===== src/rtl/debounce_bank.sv =====
// Multi-channel switch debouncer: 2-flop synchroniser, stability counter, level and edge pulses.
// Optional long-press hold pulse per channel when DEBOUNCE_HOLD_EN is defined.
module debounce_bank #(
  parameter int unsigned       NUM_CH         = 4,
  parameter int unsigned       DEBOUNCE_LIMIT = 250_000,
  parameter logic [NUM_CH-1:0] RST_VALUE      = '0,
  parameter int unsigned       HOLD_LIMIT     = 25_000_000
) (
  input  logic              i_Clk,
  input  logic              i_Rst_n,
  input  logic [NUM_CH-1:0] i_Switch,
  output logic [NUM_CH-1:0] o_Switch,
  output logic [NUM_CH-1:0] o_Rise,
  output logic [NUM_CH-1:0] o_Fall,
  output logic              o_Any_Change,
  output logic [NUM_CH-1:0] o_Hold
);

  localparam int unsigned        CNT_W   = $clog2(DEBOUNCE_LIMIT + 1);
  localparam logic [CNT_W-1:0]   CNT_MAX = CNT_W'(DEBOUNCE_LIMIT - 1);

  logic [NUM_CH-1:0] r_s1;
  logic [NUM_CH-1:0] r_s2;
  logic [NUM_CH-1:0] r_switch;
  logic [NUM_CH-1:0] r_rise;
  logic [NUM_CH-1:0] r_fall;
  logic              r_any;
  logic [CNT_W-1:0]  r_cnt [NUM_CH];
  logic [NUM_CH-1:0] w_diff;
  logic [NUM_CH-1:0] w_accept;

  // Synchroniser for the asynchronous pins.
  always_ff @(posedge i_Clk or negedge i_Rst_n) begin
    if (!i_Rst_n) begin
      r_s1 <= RST_VALUE;
      r_s2 <= RST_VALUE;
    end else begin
      r_s1 <= i_Switch;
      r_s2 <= r_s1;
    end
  end

  // A channel flips on the DEBOUNCE_LIMIT-th consecutive differing sample.
  always_comb begin
    w_diff   = r_s2 ^ r_switch;
    w_accept = '0;
    for (int i = 0; i < int'(NUM_CH); i++) begin
      w_accept[i] = w_diff[i] && (r_cnt[i] == CNT_MAX);
    end
  end

  always_ff @(posedge i_Clk or negedge i_Rst_n) begin
    if (!i_Rst_n) begin
      r_switch <= RST_VALUE;
      r_rise   <= '0;
      r_fall   <= '0;
      r_any    <= 1'b0;
      for (int i = 0; i < int'(NUM_CH); i++) begin
        r_cnt[i] <= '0;
      end
    end else begin
      r_switch <= r_switch ^ w_accept;
      r_rise   <= w_accept & r_s2;
      r_fall   <= w_accept & ~r_s2;
      r_any    <= |w_accept;
      for (int i = 0; i < int'(NUM_CH); i++) begin
        if (!w_diff[i] || w_accept[i]) begin
          r_cnt[i] <= '0;
        end else begin
          r_cnt[i] <= r_cnt[i] + CNT_W'(1);
        end
      end
    end
  end

  assign o_Switch     = r_switch;
  assign o_Rise       = r_rise;
  assign o_Fall       = r_fall;
  assign o_Any_Change = r_any;

`ifdef DEBOUNCE_HOLD_EN
  localparam int unsigned       HOLD_W   = $clog2(HOLD_LIMIT + 1);
  localparam logic [HOLD_W-1:0] HOLD_MAX = HOLD_W'(HOLD_LIMIT);

  logic [HOLD_W-1:0] r_hold_cnt [NUM_CH];
  logic [NUM_CH-1:0] r_hold;

  // Hold counter saturates at HOLD_MAX so each press yields a single pulse.
  always_ff @(posedge i_Clk or negedge i_Rst_n) begin
    if (!i_Rst_n) begin
      r_hold <= '0;
      for (int i = 0; i < int'(NUM_CH); i++) begin
        r_hold_cnt[i] <= '0;
      end
    end else begin
      for (int i = 0; i < int'(NUM_CH); i++) begin
        if (!r_switch[i]) begin
          r_hold_cnt[i] <= '0;
          r_hold[i]     <= 1'b0;
        end else if (r_hold_cnt[i] != HOLD_MAX) begin
          r_hold_cnt[i] <= r_hold_cnt[i] + HOLD_W'(1);
          r_hold[i]     <= (r_hold_cnt[i] == HOLD_MAX - HOLD_W'(1));
        end else begin
          r_hold[i]     <= 1'b0;
        end
      end
    end
  end

  assign o_Hold = r_hold;
`else
  // HOLD_LIMIT has no consumer when the hold feature is left out.
  logic w_unused_hold;
  assign w_unused_hold = (HOLD_LIMIT != 0);
  assign o_Hold        = '0;
`endif

endmodule


===== config.mk =====
export PLATFORM = sky130hd
export DESIGN_NAME = debounce_bank
export DESIGN_NICKNAME = d
export VERILOG_FILES = /design/src/rtl/debounce_bank.sv
export SDC_FILE = /design/constraint.sdc
export NUM_CORES = 1
export LEC_CHECK = 0
export BUFFER_PORTS_ARGS = -buffer_cell sky130_fd_sc_hd__buf_4
export CAP_MARGIN = 20
export CORE_ASPECT_RATIO = 0.5
export CORE_MARGIN = 10
export CORE_UTILIZATION = 45
export DETAILED_ROUTE_END_ITERATION = 16
export PLACE_DENSITY = 0.63
export SYNTH_ARGS = -nofsm -noshare
export SYNTH_HDL_FRONTEND = slang
export SYNTH_SLANG_ARGS = --single-unit

===== constraint.sdc =====
create_clock -name i_Clk -period 3.1 [get_ports i_Clk]
set_input_delay 0 -clock i_Clk [delete_from_list [all_inputs] [get_ports i_Clk]]
set_output_delay 0 -clock i_Clk [all_outputs]
set_load 0.01 [all_outputs]

== Word level (Yosys, flattened, before mapping) ==
Cells that the tools add are included.
Word-level totals
  flip-flop bits (word level): 93
  input port bits: 6
  logic and storage cells: 40
Cells by class
  $add $sub $neg: 4
  eq/ne operators: 4
  mux-type cells: 4
  bitwise gates (word level): 5
  reductions and logical operators: 13
Operators by type and width (count)
  adder 18 x 1 -> 18 bit, second input constant: 4
  == test 18 bit, second input constant: 4
  two-way mux 18 bit: 4
  AND 4 bit: 2
  XOR 4 bit: 2
  logical AND 1 bit: 4
  logical NOT 1 bit: 4
  logical OR 1 bit: 4
  NOT 4 bit: 1
  OR reduction 4 bit: 1

== Logic depth before layout (Yosys ltp) ==
Gate-level depths: netlist of run 1.
  depth after elaboration: 4
  depth in mapped cells: 7
  mapped depth without buffers: 5

== Least setup slack after synthesis of run 1 ==
OpenSTA, ideal clock, no wires.
  path type: register to register
  from: register r_cnt[18] (netlist name)
  to: register (tool-made name)
  library setup time: 0.125 ns
  arrival: 1.504 ns
  data required time: 2.975 ns
  path slack: 1.471 ns
  cell stages (with the launch flop): 6
  buffers on the path: 0
  period minus slack after synthesis: 1.629 ns
  path through: dfrtp_1 -> ha_1 -> nand3_2 -> nand3b_1 -> or2_4 -> mux2_4
RTL lines
  start, declared: line 28  | logic [CNT_W-1:0] r_cnt [NUM_CH];
  start signal, assigned by index: line 70  | r_cnt[i] <= r_cnt[i] + CNT_W'(1);

== Worst setup path after layout of run 1 ==
  from: register r_cnt[54] (netlist name)
  to: register r_cnt[58] (netlist name)
On the way
  word-level cells in the longest chain between the ends: 4
RTL lines
  parallel branches: the longest is 3 deep, another holds adder 18 x 1 -> 18 bit
  two-way mux 18 bit *: line 67  | if (!w_diff[i] || w_accept[i]) begin
Mark *: on every way between the ends.

==> results_dict.tcl, run 1 <==
set metrics [dict create \
    ir_worst_vdd_mv 0.260 \
    ant_nets 0 \
    finalClockSkew_ns 0.00469 \
    dr_total_vias 3006 \
    die_w_um 160 \
    synth_xor_xnor_area_share_pct 13.0 \
    yosysSeqAreaShare_pct 53.1 \
    power_density_nw_per_um2 483 \
    antenna_found_initial 0 \
    hold_class "primary input to async pin" \
    cp.required_ns 3.30 \
    synth_top_area_cell "dfrtp_1" \
    leakagePower_nw 2.02 \
    synth.distinct_cells 38 \
    ys_warn_count 0 \
    placed_cells 569 \
    num_rows 25 \
    routed_wl_um 7960 \
    postLayoutCellArea_um2 5010 \
    root_buffer "clkbuf_16" \
    synth_top_family_by_area "simple AND/OR/NAND/NOR gates" \
    fin_crit_ns 1.97 \
    gr-total-overflow 0 \
    worst_setup_path_end_kind "register" \
    grt.total_usage_pct 11.6 \
    synth-compound-area-share_pct 2.11 \
    status "completed" \
    layout_setup_ws_ns 1.13 \
    rsz0062_at_grt "no" \
    syn2layout_area_growth_pct 14.2 \
    placed_area_um2 4630 \
    ios 23 \
    max_freq_ghz 0.508 \
    cts.sinks 93 \
    regArea_um2 2330 \
    max_stage_delay_ns 0.53 \
    cp.arrival_ns 2.17 \
    cts_setup_buffers 0 \
    grt_pass1_vias 2991 \
    initialDrtViolationCount 152 \
    place_worst_setup_slack_ns 1.13 \
    period_share_pct 63.5 \
    drive_above_1_share_pct 11.4 \
    multi_input_area_um2 1940 \
    synth_top_area_share_pct 53.1 \
    numCtsBuffers 9 \
    wl_per_cell_um 13.5 \
    h-tree-depth 3 \
    dieArea_um2 14300 \
    synth-simple-area-share_pct 26.3 \
    cp_slowest_cell "o21ai_2" \
    synthAdderAreaFrac_pct 1.14 \
    syn_avg_cell_area_um2 10.3 \
    clk_path_buf_depth 2 \
    cap_violations 0 \
    syn_area_um2 4380 \
    grt_max_degree 83 \
    core_um2 9480 \
    maxSlewViolCount 0 \
    path_buf_inv 0 \
    start_util_pct 46.2 \
    place_congestion 0.801 \
    crit_type "register to register" \
    detail_route.vias_per_cell 5.09 \
    ys_seq_elements 93 \
    dp_hpwl_um 5250 \
    final_nets 461 \
    grt_pass1_wl_um 14100 \
    layout.cells.non_filler 591 \
    dr.pass1.iters 4 \
    cts_tree "yes" \
    clk_latency_ns 0.34 \
    worstMarginPinSlew_ns 0.655 \
    path_cells "ha_1 -> nand4_1 -> or2_1 -> o21ai_2 -> nor2_1" \
    setup_tns_ns 0 \
    port_buffers 18 \
    start_kind "register" \
    n_fill_cell 846 \
    synth_area_leaders "dfrtp_1 (53%), xnor2_1 (11%), nor2_1 (7.1%), nor4_1 (3.4%), nand3_1 (2.6%)" \
    path_max_fanout 16 \
    synthMuxAreaShare_pct 1.43 \
    relSlewSlack_pct 56.3 \
    hold_viol 0 \
    syn_inst 425 \
    clkTransAtPathRegs_ns 0.07 \
    die_y_um 89.8 \
    drc_errors 0 \
    num_antenna_cells 0 \
    crit_family "simple AND/OR/NAND/NOR gates" \
    finalSetupViolations 0 \
]
-- state kept, by name (all words and copies together) (netlist names), named ones only --
name	count
r_cnt	72
o_Fall	4
o_Rise	4
r_s1	4
r_s2	4
o_Any_Change	1
-- cells by family (layout without fill, tap and decap cells) --
| kind of cell | count (synthesis) | count (layout) |
|---|---|---|
| AO/OA/AOI/OAI | 11 | 11 |
| XOR/XNOR | 65 | 65 |
| adder cells (fa/ha/maj) | 4 | 4 |
| buffers and inverters | 26 | 54 |
| flip-flops | 93 | 93 |
| multiplexers | 5 | 5 |
| other | 1 | 4 |
| AND/OR/NAND/NOR | 220 | 220 |
-- power breakdown --
part	total, mW	leakage, nW	switching, mW	internal [mW]
Combinational	0.0814	0.612	0.0533	0.0281
Clock	1.09	0.138	0.465	0.627
Sequential	1.25	1.27	0.0161	1.23
Total	2.42	2.02	0.534	1.89
-- worst paths after layout --
| path | startpoint | endpoint | slack, ns | depth (start not counted) |
|---|---|---|---|---|
| min in group i_Clk | i_Switch[2] | r_s1[2] | 0.32 | 2 |
| min reg2reg | r_s1[2] | r_s2[2] | 0.35 | 0 |
| min | i_Rst_n | r_cnt[58] | 0.10 | 2 |
| max reg2reg | r_cnt[54] | r_cnt[58] | 1.13 | 5 |
| max in group asynchronous | i_Rst_n | r_cnt[45] | 2.40 | 3 |
| max | r_cnt[54] | r_cnt[58] | 1.13 | 5 |
-- area by class of cell --
type / count / share of cell area [%]
sequential: 93 / 46.5
tap: 135 / 3.37
multi-input combinational: 309 / 38.8
clock inverter: 7 / 1.50
inverter: 13 / 0.975
clock buffer: 9 / 4.50
timing repair buffer: 25 / 4.40
-- worst reg2reg max path, cell delays in order, from the launching register on --
cell     delay [ns]
dfrtp_1        0.40
ha_1           0.22
nand4_1        0.24
or2_1          0.31
o21ai_2        0.53
nor2_1         0.13
-- repair_timing --
item | in CTS | in global routing
hold buffers | 5 | 0
gates resized for setup | 0 | 0
hold endpoints to repair | 85 | 0
-- metrics by stage --
| step | hold WS, ns | total power [mW] | utilization (%) |
|---|---|---|---|
| after CTS | 0.307 | 2.45 | 52.5 |
| after floorplan | -0.296 | 1.31 | - |
| after global placement | 0.110 | 1.34 | 48.8 |
| after global routing | 0.135 | 2.52 | 52.8 |
| final | 0.101 | 2.42 | 52.8 |
| after detailed placement | 0.111 | 1.34 | 48.8 |
-- routing by layer --
layer	vias up	global-route usage [%]	wire length [µm]
li1	1521	-	-
met3	7	3.73	225
met2	24	17.9	3600
met5	-	0	0
met4	0	3.22	86
met1	1454	15.4	4050
-- placed cells by master, fill, tap and decap left out, types with 3 or more instances in the layout --
cell | synthesis | routed
o221ai_1 | 3 | 3
ha_1 | 4 | 4
nand4_2 | 3 | 3
nor2_1 | 83 | 83
nor4_1 | 24 | 24
buf_4 | 5 | 19
nand2_1 | 15 | 15
nand4_1 | 18 | 18
o21ai_2 | 3 | 3
dlygate4sd3_1 | 0 | 5
conb_1 | 1 | 4
inv_1 | 13 | 13
nor3_1 | 20 | 20
dfrtp_1 | 93 | 93
xor2_1 | 9 | 9
nor3b_1 | 8 | 8
clkbuf_16 | 0 | 9
nor4b_2 | 3 | 3
nand3_1 | 23 | 23
and3_1 | 11 | 11
clkinvlp_4 | 0 | 3
xnor2_1 | 56 | 56
-- Yosys cell counts, drive strengths merged --
library cell and count:
nor2 83, and4 1, inv 13, nor2b 1, and3 11, and4b 1
mux2i 1, dfrtp 93, xor2 9, xnor2 56, nor3 20, a21bo 1
nand3b 2, clkbuf 1, nand4 21, and2 1, a21oi 1, nand2 15
or2 3, o21ai 3, o32a 1, mux2 4, buf 12, nor3b 8
conb 1, a21o 1, o221ai 3, o211ai 1, nand3 24, ha 4
nor4 24, nor4b 5
Power figures use the tool's default switching activity.
==> inputs of run 2 (changes only) <==
==> constraint.sdc (replaced) <==
create_clock -name i_Clk -period 2.1 [get_ports i_Clk]
set_input_delay 0 -clock i_Clk [delete_from_list [all_inputs] [get_ports i_Clk]]
set_output_delay 0 -clock i_Clk [all_outputs]
set_load 0.01 [all_outputs]
==> run 2 against run 1 <==
Effect of this change: utilization rose by 0.82 points; routed wire length rose by 2.0%; clock skew hardly changed; clock power grew 72%; sequential share of layout area decreased by 0.71 points; largest power group is now the clock network; largest cell class unchanged; design area rose by 1.5%; critical path depth is the same; fmax is 9.5% higher.
==> results_dict.tcl, run 2 (synthesized netlist as in run 1, its figures left out) <==
set metrics [dict create \
    status "completed" \
    path_cells "ha_1 -> nand3_2 -> nand3b_1 -> or2_4 -> mux2_4" \
    dr.pass1.iters 4 \
    place_worst_setup_slack_ns 0.289 \
    grt.busiest_layer "met2" \
    hold_slack_ns 0.184 \
    cap_violations 0 \
    maxSlewViolCount 0 \
    ios 23 \
    die_w_um 160 \
    start_util_pct 46.2 \
    gr-total-overflow 0 \
    grt_max_degree 53 \
    dieArea_um2 14300 \
    finalClockSkew_ns 0.00516 \
    cts.sinks 93 \
    grt_pass1_wl_um 14400 \
    hold_viol 0 \
    path_max_fanout 8 \
    root_buffer "clkbuf_16" \
    place_congestion 0.783 \
    worstMarginPinSlew_ns 0.547 \
    num_antenna_cells 0 \
    h-tree-depth 3 \
    num_rows 25 \
    use_met2_pct 18.3 \
    worst_setup_path_end_kind "register" \
    final_cell_mix "dfrtp_1 (93), nor2_1 (83), xnor2_1 (56)" \
    cp_slowest_cell "dfrtp_1" \
    finalSetupViolations 0 \
    antenna_found_initial 0 \
    fin_crit_ns 1.80 \
    use_met3_pct 3.55 \
    cp.arrival_ns 2.03 \
    largest_register_ffs 72 \
    final_nets 466 \
    post_cts_resized 0 \
    dp_hpwl_um 5540 \
    crit_type "register to register" \
    power_density_nw_per_um2 756 \
    dr_total_vias 3045 \
    start_kind "register" \
    die_y_um 89.8 \
    max_stage_delay_ns 0.39 \
    drc_errors 0 \
    clkTransAtPathRegs_ns 0.06 \
    clk_latency_ns 0.34 \
    largest-register "r_cnt" \
    numCtsBuffers 9 \
    wl_per_cell_um 13.6 \
    layout_setup_ws_ns 0.302 \
    cts_setup_buffers 0 \
    initialDrtViolationCount 82 \
    final_common_cell "dfrtp_1" \
    syn2layout_area_growth_pct 16.0 \
    leakagePower_nw 2.08 \
    routed_wl_um 8120 \
    crit_family "simple AND/OR/NAND/NOR gates" \
    clk_path_buf_depth 2 \
    relSlewSlack_pct 63.5 \
    rsz0062_at_grt "no" \
    cp.required_ns 2.33 \
    cts_tree "yes" \
    path_buf_inv 0 \
    grt.total_usage_pct 11.9 \
    grt_pass1_vias 3070 \
    max_freq_ghz 0.556 \
    drive_above_1_share_pct 12.4 \
    setup_tns_ns 0 \
    gr-usage-met1_pct 15.7 \
    port_buffers 18 \
    core_um2 9480 \
    ant_nets 0 \
    detail_route.vias_per_cell 5.11 \
    hold_class "primary input to async pin" \
    ir_worst_vdd_mv 0.379 \
    period_share_pct 85.6 \
]
-- run 2: cell types whose count changed in the layout (fill, tap and decap cells not counted), sizes merged --
cell,previous run,this run
bufinv,1,3
clkbuf,9,10
buf,20,25
clkinvlp,3,0
-- run 2: area by class of cell --
cell class	instances	area, µm²
Timing Repair Buffer	30	250
Fill cell	834	4390
Clock inverter	6	109
Sequential cell	93	2330
Tap cell	135	169
Inverter	13	48.8
Clock buffer	10	239
Multi-Input combinational cell	309	1940
-- run 2: power breakdown --
part | switching [mW] | internal, mW | total [mW]
Combinational | 0.0798 | 0.0464 | 0.126
Sequential | 0.0239 | 1.82 | 1.84
Clock | 0.679 | 1.20 | 1.87
-- run 2: what timing repair did --
action                     4_1_cts  5_1_grt
setup endpoints to repair        0        0
hold buffers                     5        0
hold endpoints to repair        45        0
-- run 2: metrics by stage --
stage | power (mW) | util, % | cells | area [µm²]
floorplan | 1.93 | - | 428 | 4390
global placement | 2.00 | 49.5 | 575 | 4690
detailed placement | 2.00 | 49.5 | 575 | 4690
CTS | 3.90 | 53.7 | 596 | 5080
global route | 3.98 | 53.7 | 596 | 5080
finish | 3.84 | 53.7 | 596 | 5080
-- run 2: final timing paths --
path                            slack, ns        start  cells past startpoint   endpoint
worst max register to register       0.30    r_cnt[18]                      5   register
worst min-delay path                 0.18      i_Rst_n                      2  r_cnt[61]
worst min register to register       0.35      r_s1[0]                      0    r_s2[0]
min in group i_Clk                   0.31  i_Switch[1]                      2    r_s1[1]
worst max-delay path                 0.30    r_cnt[18]                      5   register
max in group asynchronous            1.26      i_Rst_n                      3  r_cnt[68]
-- run 2: routing by layer --
metal,part of all wire (%),wire (µm),vias up
met3,3.1,253,10
li1,-,-,1528
met4,1.2,96,0
met1,50,4090,1471
met5,0,0,-
met2,45,3680,36
